`src/rtl/usb_burst_pkg.sv`:
```
// Shared constants, state encodings and payload pattern helpers
// for the USB command-driven burst generator.
package usb_burst_pkg;

  localparam logic [7:0] SYNC_BYTE = 8'hA5;
  localparam logic [7:0] HDR_BYTE  = 8'h5A;
  localparam logic [7:0] OP_INC    = 8'h01;
  localparam logic [7:0] OP_ALT    = 8'h02;

  typedef enum logic [1:0] {
    P_SYNC,
    P_OP,
    P_LENH,
    P_LENL
  } parse_state_e;

  typedef enum logic [2:0] {
    G_IDLE,
    G_HDR,
    G_LENH,
    G_LENL,
    G_DATA,
    G_SUM
  } gen_state_e;

  function automatic logic [7:0] first_pat(input logic [7:0] op);
    return (op == OP_ALT) ? 8'h55 : 8'h00;
  endfunction

  function automatic logic [7:0] next_pat(input logic [7:0] op,
                                          input logic [7:0] p);
    return (op == OP_ALT) ? ~p : p + 8'd1;
  endfunction

endpackage

```
`src/rtl/usb_cmd_parser.sv`:
```
// Parses 4-byte host commands (sync, opcode, LEN) with an
// inter-byte timeout; emits a one-cycle start or a cmd_err pulse.
module usb_cmd_parser #(
  parameter int CMD_TIMEOUT = 1000000
) (
  input  logic        clk,
  input  logic        rst,
  input  logic        rx_fire_i,
  input  logic [7:0]  rx_data_i,
  output logic        start_o,
  output logic [7:0]  op_o,
  output logic [15:0] len_o,
  output logic        cmd_err_o
);
  import usb_burst_pkg::*;

  localparam int TW = $clog2(CMD_TIMEOUT + 1);

  parse_state_e  state_q, state_d;
  logic [7:0]    op_q, op_d;
  logic [7:0]    lenh_q, lenh_d;
  logic [TW-1:0] tmo_q, tmo_d;
  logic          err_q, err_d;
  logic          op_ok;
  logic          tmo_hit;

  assign op_ok   = (op_q == OP_INC) || (op_q == OP_ALT);
  assign tmo_hit = (tmo_q == TW'(CMD_TIMEOUT - 1));

  always_comb begin
    state_d = state_q;
    op_d    = op_q;
    lenh_d  = lenh_q;
    err_d   = 1'b0;
    start_o = 1'b0;
    if (state_q == P_SYNC || rx_fire_i) tmo_d = '0;
    else                                tmo_d = tmo_q + 1'b1;
    unique case (state_q)
      P_SYNC: if (rx_fire_i && rx_data_i == SYNC_BYTE) state_d = P_OP;
      P_OP: if (rx_fire_i) begin
        op_d    = rx_data_i;
        state_d = P_LENH;
      end
      P_LENH: if (rx_fire_i) begin
        lenh_d  = rx_data_i;
        state_d = P_LENL;
      end
      P_LENL: if (rx_fire_i) begin
        state_d = P_SYNC;
        start_o = op_ok;
        err_d   = ~op_ok;
      end
      default: state_d = P_SYNC;
    endcase
    // A stalled partial command is dropped so the next sync can resync
    if (state_q != P_SYNC && !rx_fire_i && tmo_hit) begin
      state_d = P_SYNC;
      err_d   = 1'b1;
      tmo_d   = '0;
    end
  end

  always_ff @(posedge clk or posedge rst) begin
    if (rst) begin
      state_q <= P_SYNC;
      op_q    <= '0;
      lenh_q  <= '0;
      tmo_q   <= '0;
      err_q   <= 1'b0;
    end else begin
      state_q <= state_d;
      op_q    <= op_d;
      lenh_q  <= lenh_d;
      tmo_q   <= tmo_d;
      err_q   <= err_d;
    end
  end

  assign op_o      = op_q;
  assign len_o     = {lenh_q, rx_data_i};
  assign cmd_err_o = err_q;

endmodule

```
`src/rtl/usb_cmd_burst_gen.sv`:
```
// Host-commanded burst source between the RX and TX user ports of
// ftdi_245fifo: frame = 5A, LEN, payload, XOR checksum.
module usb_cmd_burst_gen #(
  parameter int CMD_TIMEOUT = 1000000
) (
  input  logic       clk,
  input  logic       rst,
  input  logic       otvalid,
  output logic       otready,
  input  logic [7:0] otdata,
  output logic       itvalid,
  input  logic       itready,
  output logic [7:0] itdata,
  output logic       busy,
  output logic       cmd_err,
  output logic       burst_done
);
  import usb_burst_pkg::*;

  gen_state_e  gst_q, gst_d;
  logic [15:0] cnt_q, cnt_d;
  logic [7:0]  op_q, op_d;
  logic [7:0]  pat_q, pat_d;
  logic [7:0]  xor_q, xor_d;
  logic [7:0]  dat_q, dat_d;
  logic        vld_q, vld_d;
  logic        busy_q, busy_d;
  logic        rdy_q, rdy_d;
  logic        done_q, done_d;
  logic        rx_fire, tx_fire, start;
  logic [7:0]  p_op;
  logic [15:0] p_len;

  assign rx_fire = otvalid & rdy_q;
  assign tx_fire = vld_q & itready;

  usb_cmd_parser #(
    .CMD_TIMEOUT(CMD_TIMEOUT)
  ) u_parser (
    .clk       (clk),
    .rst       (rst),
    .rx_fire_i (rx_fire),
    .rx_data_i (otdata),
    .start_o   (start),
    .op_o      (p_op),
    .len_o     (p_len),
    .cmd_err_o (cmd_err)
  );

  always_comb begin
    gst_d  = gst_q;
    cnt_d  = cnt_q;
    op_d   = op_q;
    pat_d  = pat_q;
    xor_d  = xor_q;
    dat_d  = dat_q;
    vld_d  = vld_q;
    done_d = 1'b0;
    unique case (gst_q)
      G_IDLE: if (start) begin
        gst_d = G_HDR;
        op_d  = p_op;
        cnt_d = p_len;
        pat_d = first_pat(p_op);
        xor_d = '0;
        dat_d = HDR_BYTE;
        vld_d = 1'b1;
      end
      G_HDR: if (tx_fire) begin
        gst_d = G_LENH;
        dat_d = cnt_q[15:8];
      end
      G_LENH: if (tx_fire) begin
        gst_d = G_LENL;
        dat_d = cnt_q[7:0];
      end
      G_LENL: if (tx_fire) begin
        if (cnt_q == 16'd0) begin
          gst_d = G_SUM;
          dat_d = xor_q;
        end else begin
          gst_d = G_DATA;
          dat_d = pat_q;
        end
      end
      G_DATA: if (tx_fire) begin
        xor_d = xor_q ^ dat_q;
        pat_d = next_pat(op_q, pat_q);
        cnt_d = cnt_q - 16'd1;
        if (cnt_q == 16'd1) begin
          gst_d = G_SUM;
          dat_d = xor_d;
        end else begin
          dat_d = pat_d;
        end
      end
      G_SUM: if (tx_fire) begin
        gst_d  = G_IDLE;
        vld_d  = 1'b0;
        dat_d  = '0;
        done_d = 1'b1;
      end
      default: gst_d = G_IDLE;
    endcase
    // RX is held off for the whole burst: no command queuing
    busy_d = (gst_d != G_IDLE);
    rdy_d  = ~busy_d;
  end

  always_ff @(posedge clk or posedge rst) begin
    if (rst) begin
      gst_q  <= G_IDLE;
      cnt_q  <= '0;
      op_q   <= '0;
      pat_q  <= '0;
      xor_q  <= '0;
      dat_q  <= '0;
      vld_q  <= 1'b0;
      busy_q <= 1'b0;
      rdy_q  <= 1'b0;
      done_q <= 1'b0;
    end else begin
      gst_q  <= gst_d;
      cnt_q  <= cnt_d;
      op_q   <= op_d;
      pat_q  <= pat_d;
      xor_q  <= xor_d;
      dat_q  <= dat_d;
      vld_q  <= vld_d;
      busy_q <= busy_d;
      rdy_q  <= rdy_d;
      done_q <= done_d;
    end
  end

  assign otready    = rdy_q;
  assign itvalid    = vld_q;
  assign itdata     = dat_q;
  assign busy       = busy_q;
  assign burst_done = done_q;

endmodule

```
`config.mk`:
```
export PLATFORM = sky130hd
export DESIGN_NAME = usb_cmd_burst_gen
export DESIGN_NICKNAME = d
export VERILOG_FILES = /design/src/rtl/usb_burst_pkg.sv /design/src/rtl/usb_cmd_parser.sv /design/src/rtl/usb_cmd_burst_gen.sv
export SDC_FILE = /design/constraint.sdc
export NUM_CORES = 1
export LEC_CHECK = 0
export CORE_UTILIZATION = 30
export CTS_CLUSTER_SIZE = 24
export DETAILED_ROUTE_END_ITERATION = 16
export PLACE_DENSITY = 0.46
export SETUP_SLACK_MARGIN = 0.15
export SYNTH_ARGS = -nofsm -noshare
export SYNTH_HDL_FRONTEND = slang
export SYNTH_SLANG_ARGS = --single-unit
```
`constraint.sdc`:
```
create_clock -name clk -period 2.9 [get_ports clk]
set_input_delay 0.29 -clock clk [delete_from_list [all_inputs] [get_ports clk]]
set_output_delay 0.29 -clock clk [all_outputs]
set_load 0.01 [all_outputs]
```
==> metrics.txt <==
arrival time of the worst setup path=2750 ps; post-CTS setup buffers=0; worst-case setup slack after placement=390.1 ps; Num CTS Buffers=9; power density cells=475.3 nW/µm²; Crit. End Element=register; total count of max-transition violations in the final report=0; iteration count of the initial detailed-routing pass=4; CTS Buffer Depth=2; antenna violations before repair=0; HPWL after detailed placement=9.429 mm; pin count of the biggest net entering global routing=54; average vias per placed instance=5.174; overall routed net length=13.43 mm; Post-Synthesis Cells=570; top area cells in the synthesized netlist=dfrtp_1 (45%), o21ai_0 (6.7%), nor2_1 (5.1%); horizontal die dimension=134.0 µm; Achievable Freq=399.2 MHz; clk slew on worst S/H paths=70 ps; switching share of power=0.2634; fraction of post-synthesis cell area in the top cell type by area=0.4502; clock skew=7.137 ps; Final Net Count=612; average wire per standard cell=16.46 µm; number of max-cap violations=0; relative contribution of sequential cells to total power=0.489; later-pin clock latency in the skew report=350 ps; area added between synthesis and finish=15.47%; leakage power summed over all cells=2.583 nW; clock period minus final worst setup slack=2505 ps; HP Class=input port to asynchronous set/reset pin; Congestion Overflow GR=0; worst-margin pin slew=688.4 ps; Sink Count=94; vertical die dimension=134.0 µm; number of remaining DRC errors=0; Routed Antenna Nets=0; net count after synthesis=591; cell-internal power=2.112 mW; filler instances=1761; largest driver fanout on the critical path=10; post-synthesis cell type count=62; VDD IR-drop max=0.0003214 V; count of warnings emitted by yosys=0; post-cts resize count=0; CTS Root Buffer Type=clkbuf_16; Die Footprint=17950 µm²; final count of negative-setup-slack endpoints=0; initial drt markers=225; RSZ-0062 raised after global routing=no; number of hold buffers added after CTS=0; count of endpoints failing hold in the final timing report=0; average size of a mapped cell=9.167 µm²; H-tree depth=3; I/O pin count=25; clock tree from TritonCTS=yes; slack of the critical path=394.9 ps; global-route usage over all layers=0.1614; ratio of cells with drive above 1 in the final layout=0.1074; flop and latch count out of synthesis=94; Worst Setup Path Type=register to register; core area=16820 µm²; outcome=complete, no violations; switching power total=0.7554 mW; fraction of the yosys area taken by sequential cells=0.4502; Inserted Diodes=0; Syn Std Cell Area=5225 µm²; startpoint type of the worst setup path=register; area of the multi-input gates=2709 µm²; portion of total power attributed to the clock network=0.408; sequential cell area=2352 µm²; ys flop type=dfrtp_1; first-pass GRT wire length=22.57 mm; final estimated routing congestion in global placement=0.7958; Initial Utilization=0.3107; number of global-route vias before repair=4193; port buffer count=24; crit share post-route=0.8638; worst-case headroom to the max-slew limit=0.5410; share of flip-flops with an asynchronous set or reset=1.000; total via count after detailed routing=4222; setup tns final=0 ps; cell taking the most area after synthesis=dfrtp_1; Std-Cell Rows=47; number of flops mapped to enable cells by yosys=0; required time of the worst setup path=3140 ps; part of the power in combinational logic=0.103
==> cells by family (layout without fill, tap and decap cells) <==
family / after synthesis / after routing / synth area share
xor+xnor: 26 / 26 / 0.04358
mux: 26 / 26 / 0.05460
compound gates: 159 / 159 / 0.1772
fa+ha+maj: 9 / 9 / 0.02155
buf+inv: 40 / 66 / 0.03304
simple gates: 216 / 216 / 0.2198
flops: 94 / 94 / 0.4502
==> routing by layer <==
metal  routed length, µm  track usage  vias to the layer above
li1                    -            -                     2079
met1                6779       0.2241                     2088
met2                6169       0.2550                       48
met3                 372      0.03741                        7
met4                 112      0.03472                        0
met5                   0            0                        -
==> path summary, 6_finish.rpt <==
check / start / to / slack [ps] / cells past startpoint
worst min-delay path: rst / u_parser.tmo_q[7] / 410 / 2
worst min register to register: op_q[1] / op_q[1] / 470 / 2
min in group clk: op_q[1] / op_q[1] / 470 / 2
worst max-delay path: cnt_q[8] / itdata[4] / 390 / 6
max in group asynchronous: rst / xor_q[1] / 1760 / 3
worst max register to register: cnt_q[8] / itdata[4] / 390 / 6
==> cell usage in the layout, fill, tap and decap left out, types with 3 or more instances in the layout <==
cell type / netlist / final
nand4_1: 6 / 6
o22ai_1: 3 / 3
clkdlybuf4s50_1: 0 / 24
clkbuf_16: 0 / 9
a21oi_1: 43 / 42
a22oi_1: 4 / 4
nand2_1: 35 / 35
nand3_1: 20 / 20
xnor2_1: 12 / 12
o31ai_1: 3 / 3
mux2_2: 18 / 18
or3_1: 3 / 3
nand2b_1: 10 / 10
a31oi_1: 6 / 6
nor4_1: 4 / 4
nor2_1: 71 / 71
nor3_1: 17 / 17
mux2i_1: 6 / 6
buf_4: 0 / 13
xor2_1: 14 / 14
and3_1: 6 / 6
o211ai_1: 3 / 3
o21ai_0: 70 / 70
a32oi_1: 5 / 5
dfrtp_1: 94 / 94
nor2b_1: 6 / 6
ha_1: 9 / 9
o31a_1: 4 / 4
inv_1: 12 / 11
and2_1: 12 / 12
nor4b_1: 3 / 3
==> synthesized netlist by cell type (all sizes together), types with 2 or more instances <==
| master | number |
|---|---|
| dfrtp | 94 |
| o21ai | 72 |
| nor2 | 71 |
| a21oi | 43 |
| nand2 | 36 |
| clkbuf | 24 |
| nand3 | 22 |
| mux2 | 20 |
| nor3 | 17 |
| xor2 | 14 |
| and2 | 12 |
| inv | 12 |
| xnor2 | 12 |
| nand2b | 10 |
| ha | 9 |
| and3 | 7 |
| nor4 | 7 |
| a31oi | 6 |
| mux2i | 6 |
| nand4 | 6 |
| nor2b | 6 |
| a32oi | 5 |
| nor4b | 5 |
| a22oi | 4 |
| buf | 4 |
| o31a | 4 |
| nor3b | 3 |
| o211ai | 3 |
| o22ai | 3 |
| o31ai | 3 |
| or3 | 3 |
| a211oi | 2 |
| a2bb2oi | 2 |
| and3b | 2 |
| o22a | 2 |
| o2bb2ai | 2 |
| o32a | 2 |
| or2 | 2 |
==> sequential cells by signal (all words and copies together), names as in the netlist, 2 cells and up <==
signal,cells
u_parser.lenh_q,8
u_parser.state_q,2
u_parser.tmo_q,20
pat_q,8
cnt_q,16
op_q,8
gst_q,3
u_parser.op_o,8
xor_q,8
itdata,8
==> critical path, stage by stage, from the launching register on <==
cell and delay, ps:
dfrtp_1 440, nor4_1 560, and3b_1 420, and3_1 460, nand2_4 60, o31a_1 280
o32a_1 170
==> final cells by class <==
class,instances,share of cell area
Sequential cell,94,0.3899
Clock buffer,11,0.04189
Inverter,12,0.007881
Multi-Input combinational cell,436,0.4490
Tap cell,220,0.04562
Timing Repair Buffer,38,0.05931
Clock inverter,5,0.006429
==> metrics by stage <==
step | hold WS [ps] | std cells | instance area, µm² | utilization | power (mW)
floorplan | 426.0 | 570 | 5225 | - | 1.627
global placement | 458.4 | 800 | 5742 | 0.3414 | 1.711
detailed placement | 462.9 | 800 | 5742 | 0.3414 | 1.732
CTS | 435.7 | 816 | 6033 | 0.3587 | 2.922
global route | 482.9 | 816 | 6033 | 0.3587 | 3.015
finish | 406.1 | 816 | 6033 | 0.3587 | 2.868
==> power by group through the flow <==
stage          clock network [mW]  logic, mW  registers [mW]
2_1_floorplan                   0      0.209            1.42
3_3_place_gp                    0      0.288            1.42
3_5_place_dp                    0      0.304            1.43
4_1_cts                      1.22      0.305            1.40
5_1_grt                      1.27      0.336            1.41
6_report                     1.17      0.296            1.40
No activity file was read; power rests on OpenSTA's default activity.
==> patch 1: new RTL, same flow settings <==
`CMD_TIMEOUT` is set to 1000000 in 2 places; all go to 250000.
--- a/src/rtl/usb_cmd_parser.sv
+++ b/src/rtl/usb_cmd_parser.sv
@@ -2,5 +2,5 @@
 // inter-byte timeout; emits a one-cycle start or a cmd_err pulse.
 module usb_cmd_parser #(
-  parameter int CMD_TIMEOUT = 1000000
+  parameter int CMD_TIMEOUT = 250000
 ) (
   input  logic        clk,
--- a/src/rtl/usb_cmd_burst_gen.sv
+++ b/src/rtl/usb_cmd_burst_gen.sv
@@ -2,5 +2,5 @@
 // ftdi_245fifo: frame = 5A, LEN, payload, XOR checksum.
 module usb_cmd_burst_gen #(
-  parameter int CMD_TIMEOUT = 1000000
+  parameter int CMD_TIMEOUT = 250000
 ) (
   input  logic       clk,
Formal check against the unedited RTL: no difference found for any inputs over 10 cycles, from zero or initial values and one cycle with rst high; that may be too few to reach the edited logic, so the function may still have changed.
==> patch 1 against the unedited design <==
Setup slack better by 0.035 ns. Routed wire length is 2.0% higher. Area after synthesis is 1.1% lower. Sequential cell count is 2 lower. Critical path depth is 1 higher. Design area is 0.48% lower. Clock skew is 0.0025 ns higher. Final cell count is 2.0% lower. First-iteration DRC count stayed put. Critical endpoint is now cnt_q[12]. Largest cell class unchanged.
Power is not compared: it rests on default switching activity, and its combinational part moved more than twofold at a synthesized area within 25%.
==> patch 1: results (changes against the unedited design) <==
The arrival time reported for the critical path endpoint is 2.72 ns (was 2.75 ns). The pin count of the biggest net entering global routing is 43 (was 54), and the number of global-route vias before repair is 4066 (was 4193). The fraction of the yosys area taken by sequential cells is 44.6% (was 45.0%), and the final hold slack is 0.306 ns (was 0.406 ns). Pre-CTS setup slack: 0.446 ns (was 0.390 ns). The instance count after placement with tap cells included came out at 784 (was 800). The slew at the pin closest to its max-slew limit came out at 0.771 ns (was 0.688 ns).

The fraction of final layout cells with drive strength greater than 1 came out at 11.2% (was 10.7%). The final instance count without filler cells was 800 (was 816). The total area of multi-input combinational cells was 2700 sq um (was 2710 sq um); the last weighted congestion value of the routability-driven placer was 0.814 (was 0.796).

The tools report the global-route wire length before repair as 22500 microns (was 22600 microns). The tools report the synthesized net count as 572 (was 591). Total half-perimeter wirelength after legalization and detailed placement: 9720 microns (was 9430 microns). The run finished with clean final reports.

The logs give 30.9% (was 31.1%) for the effective utilization at floorplan and 0.43 ns (was 0.39 ns) for the worst reg-to-reg setup slack. Top cells by count, synth: dfrtp_1 (92), nor2_1 (73), nand2_1 (34) (was dfrtp_1 (94), nor2_1 (71), o21ai_0 (70)). Unique cell type count in the Yosys netlist: 69 (was 62). The cell area after placement was 5710 sq um (was 5740 sq um); the number of cell instances on the worst register-to-register path was 7 (was 6). The critical path capture point was cnt_q[12] (was itdata[4]).

The run gives 0.430 ns (was 0.395 ns) as the setup slack after layout. The number of filler instances in the final layout is 1750 (was 1761), and the synthesized area divided by synthesized cell count is 9.38 sq um (was 9.17 sq um). Largest registers in the final layout: u_parser.tmo_q (18), cnt_q (16) (was u_parser.tmo_q (20), cnt_q (16)).

The critical path launch point is cnt_q[0] (was cnt_q[8]). The average routed wire per standard cell works out to 17.1 microns (was 16.5 microns).
patch 1: worst min path at each step:
stage / start / end / cells after the start
finish: rst / op_q[7] / 2
global route: rst / op_q[2] / 2
CTS: rst / op_q[2] / 2
detailed placement: u_parser.tmo_q[0] / u_parser.tmo_q[0] / 1
global placement: u_parser.tmo_q[0] / u_parser.tmo_q[0] / 1
floorplan: u_parser.tmo_q[0] / u_parser.tmo_q[0] / 1
patch 1: cells by family (layout without fill, tap and decap cells):
family	count (synthesis)	count (layout)	synth area share (%)
flops	92	92	44.6
fa+ha+maj	9	9	2.18
compound gates	144	144	18.0
buf+inv	42	71	3.27
simple gates	204	204	20.5
mux	30	30	6.32
xor+xnor	30	30	5.09
patch 1: per-layer routing:
metal  routed length (microns)  GRT usage (%)  vias up
li1                          -              -     2038
met3                       363           3.16       15
met4                       174           4.73        0
met1                      6600           21.7     2096
met2                      6570           27.3       63
met5                         0              0        -
patch 1: power by group through the flow:
stage / Sequential, mW / Combinational (mW) / Clock [mW]
after floorplan: 2.13 / 1.64 / 0
after global placement: 2.37 / 2.10 / 0
after detailed placement: 2.37 / 2.13 / 0
after CTS: 2.35 / 2.15 / 1.21
after global routing: 2.43 / 2.38 / 1.26
final: 2.35 / 2.13 / 1.18
patch 1: area by class of cell:
cell class              count  share of cell area, %
clock inverters             5                  0.708
well taps                 220                   4.58
clock buffers              11                   4.21
flip-flops and latches     92                   38.3
inverters                  16                   1.04
multi-input cells         417                   45.0
repair buffers             39                   6.08
patch 1: worst max-delay path: cells and delay by family, from the launching register on:
| kind | cells | cell delay, ns |
|---|---|---|
| AND/OR/NAND/NOR | 3 | 1.25 |
| buffers and inverters | 1 | 0.14 |
| adder cells (fa/ha/maj) | 1 | 0.23 |
| flip-flops | 1 | 0.42 |
| AO/OA/AOI/OAI | 2 | 0.31 |
==> patch 2: new RTL, same settings <==
Made on the original files. Take the reset off `dat_q` and load it in a clocked block of its own.
--- a/src/rtl/usb_cmd_burst_gen.sv
+++ b/src/rtl/usb_cmd_burst_gen.sv
@@ -115,5 +115,4 @@
       pat_q  <= '0;
       xor_q  <= '0;
-      dat_q  <= '0;
       vld_q  <= 1'b0;
       busy_q <= 1'b0;
@@ -126,5 +125,4 @@
       pat_q  <= pat_d;
       xor_q  <= xor_d;
-      dat_q  <= dat_d;
       vld_q  <= vld_d;
       busy_q <= busy_d;
@@ -132,4 +130,8 @@
       done_q <= done_d;
     end
+  end
+
+  always_ff @(posedge clk) begin
+    dat_q <= dat_d;
   end
 
Formal check against the unedited RTL: differs if rst is asserted again (counterexample within 10 cycles, from zero or initial values and one cycle with rst high); with rst held inactive, the same outputs for 10 cycles.
==> patch 2 against the unedited design <==
Synthesized cell count fell by 9.1%. Count of clock-buffer cells in the layout is the same. Largest cell class unchanged. Routed wire length down 2.3%. Sequential cell count did not move. Global-route usage fell by 0.63 points. Critical path depth decreased by 1. Setup slack gained 0.070 ns. Design area decreased by 1.5%. Critical endpoint is now itdata[4]. Area after synthesis shrank 1.8%.
Power is not compared: it rests on default switching activity, and its combinational part moved more than twofold at a synthesized area within 25%.
==> patch 2: results (changes against the unedited design) <==
The number of cell instances on the worst register-to-register path came out at 5 (was 6). Cell with the biggest individual delay on the critical path: and3_1 (was nor4_1). Cell types occupying the most area after synthesis: dfrtp_1 (42%), mux2_2 (5.0%), edfxtp_1 (4.7%), nor2_1 (4.2%), o21ai_0 (3.6%) (was dfrtp_1 (45%), o21ai_0 (6.7%), nor2_1 (5.1%), a21oi_1 (4.1%), mux2_2 (3.9%)). For the number of warning messages in the yosys log, the log shows 0 (unchanged).

The average via count per standard cell is 5.15 (was 5.17), and the fraction of the yosys area taken by sequential cells is 46.6% (was 45.0%). Share of Yosys cell area claimed by the top area cell type: 41.9% (was 45.0%). The cell area after placement is 5630 sq um (was 5740 sq um), and the met2 track demand over resource is 23.5% (was 25.5%).

For the arrival time reported for the critical path endpoint, the log shows 2.53 ns (was 2.75 ns). The number of global-route vias before repair came out at 3866 (was 4193). The total half-perimeter wirelength after legalization and detailed placement is 9060 microns (was 9430 microns), and the fraction of final layout cells with drive strength greater than 1 is 12.5% (was 10.7%).

The pre-CTS setup slack was 0.483 ns (was 0.390 ns); the clock latency at the later pin of the worst-skew pair was 0.36 ns. For the met3 track utilization from global routing, the log shows 3.14% (was 3.74%). The tools report the initial antenna violation count as 0 (unchanged). The delay contributed by the slowest stage of the critical path was 0.58 ns (was 0.56 ns); the fraction of met1 tracks used by global routing was 21.6% (was 22.4%).

The total area of multi-input combinational cells came out at 2560 sq um (was 2710 sq um). The leakage power is 2.36 nW, and the total of buffers placed on input and output ports is 24 (unchanged). The async set-or-reset flop fraction in the synthesized netlist works out to 91.5% (was 100%).

Top cells by count, synth: dfrtp_1 (86), nor2_1 (57), nand2_1 (46) (was dfrtp_1 (94), nor2_1 (71), o21ai_0 (70)). For the worst-case clock skew, the log shows 0.0123 ns (was 0.00714 ns). The number of synthesized flops with an enable pin was 8 (was 0). The logs give 250 (was 225) for the number of violations reported at the end of detailed-routing iteration 0 and 4 (unchanged) for the number of optimization iterations in the first detailed-route pass.

The category of the worst setup path launch point was a flip-flop (unchanged). Clock buffer count from CTS: 9 (unchanged). The run finished with clean final reports.

The routed wire length was 13100 microns (was 13400 microns); the pin count of the biggest net entering global routing was 59 (was 54). The largest fanout of any net on the critical path was 9 (was 10). The logs give 1669 (was 1761) for the number of filler instances in the final layout and 21100 microns (was 22600 microns) for the global-route wire length before repair.

The worst slew slack as a fraction of its limit is 50.0% (was 54.1%). For the last weighted congestion value of the routability-driven placer, the log shows 0.750 (was 0.796). The global-route total usage across every layer was 15.5% (was 16.1%); the final layout net count was 560 (was 612). The start of the worst register-to-register path was cnt_q[10] (was cnt_q[8]).

Synthesized net count: 539 (was 591). The unique cell type count in the Yosys netlist came out at 63 (was 62).
## patch 2: worst paths after layout
path | to | slack, ns
min | op_q[5] | 0.30
min reg2reg | u_parser.tmo_q[0] | 0.50
max in group asynchronous | cnt_q[12] | 1.91
max reg2reg | itdata[4] | 0.46
min in group clk | u_parser.tmo_q[0] | 0.50
max | itdata[4] | 0.46
## patch 2: layout make-up
type                            instances  area share (%)
Multi-Input combinational cell        384            43.0
Sequential cell                        94            40.3
Timing Repair Buffer                   37            5.90
Tap cell                              220            4.63
Clock buffer                           11            4.28
Clock inverter                          5            1.03
Inverter                               13           0.842
## patch 2: cell families after synthesis
kind of cell             after synthesis  share of synthesized area [%]
flip-flops                            94                           46.6
multiplexers                          33                           7.00
adder cells (fa/ha/maj)                9                           2.19
buffers and inverters                 40                           3.68
AO/OA/AOI/OAI                        119                           15.2
XOR/XNOR                              34                           5.80
AND/OR/NAND/NOR                      189                           19.5
## patch 2: power breakdown
group          switching [mW]  internal, mW  leakage [nW]
registers               0.348          1.62          1.20
clock network           0.542         0.730         0.156
logic                   0.587         0.548          1.00
## patch 2: worst reg2reg max path, cell delays in order (launching register included)
cell	delay, ns
dfrtp_1	0.46
nor4_2	0.39
and4_1	0.29
and3_1	0.58
mux2i_1	0.16
a211o_1	0.30
## patch 2: layer usage
metal / vias to the layer above / part of all wire (%)
met2: 96 / 45
met4: 0 / 0.90
met5: - / 0
met1: 1941 / 49
met3: 9 / 4.9
li1: 1888 / -
## patch 2: through the flow
step | power [mW] | instances
after floorplan | 2.74 | 518
after global placement | 3.09 | 748
after detailed placement | 3.13 | 748
after CTS | 4.42 | 764
after global routing | 4.64 | 764
final | 4.37 | 764
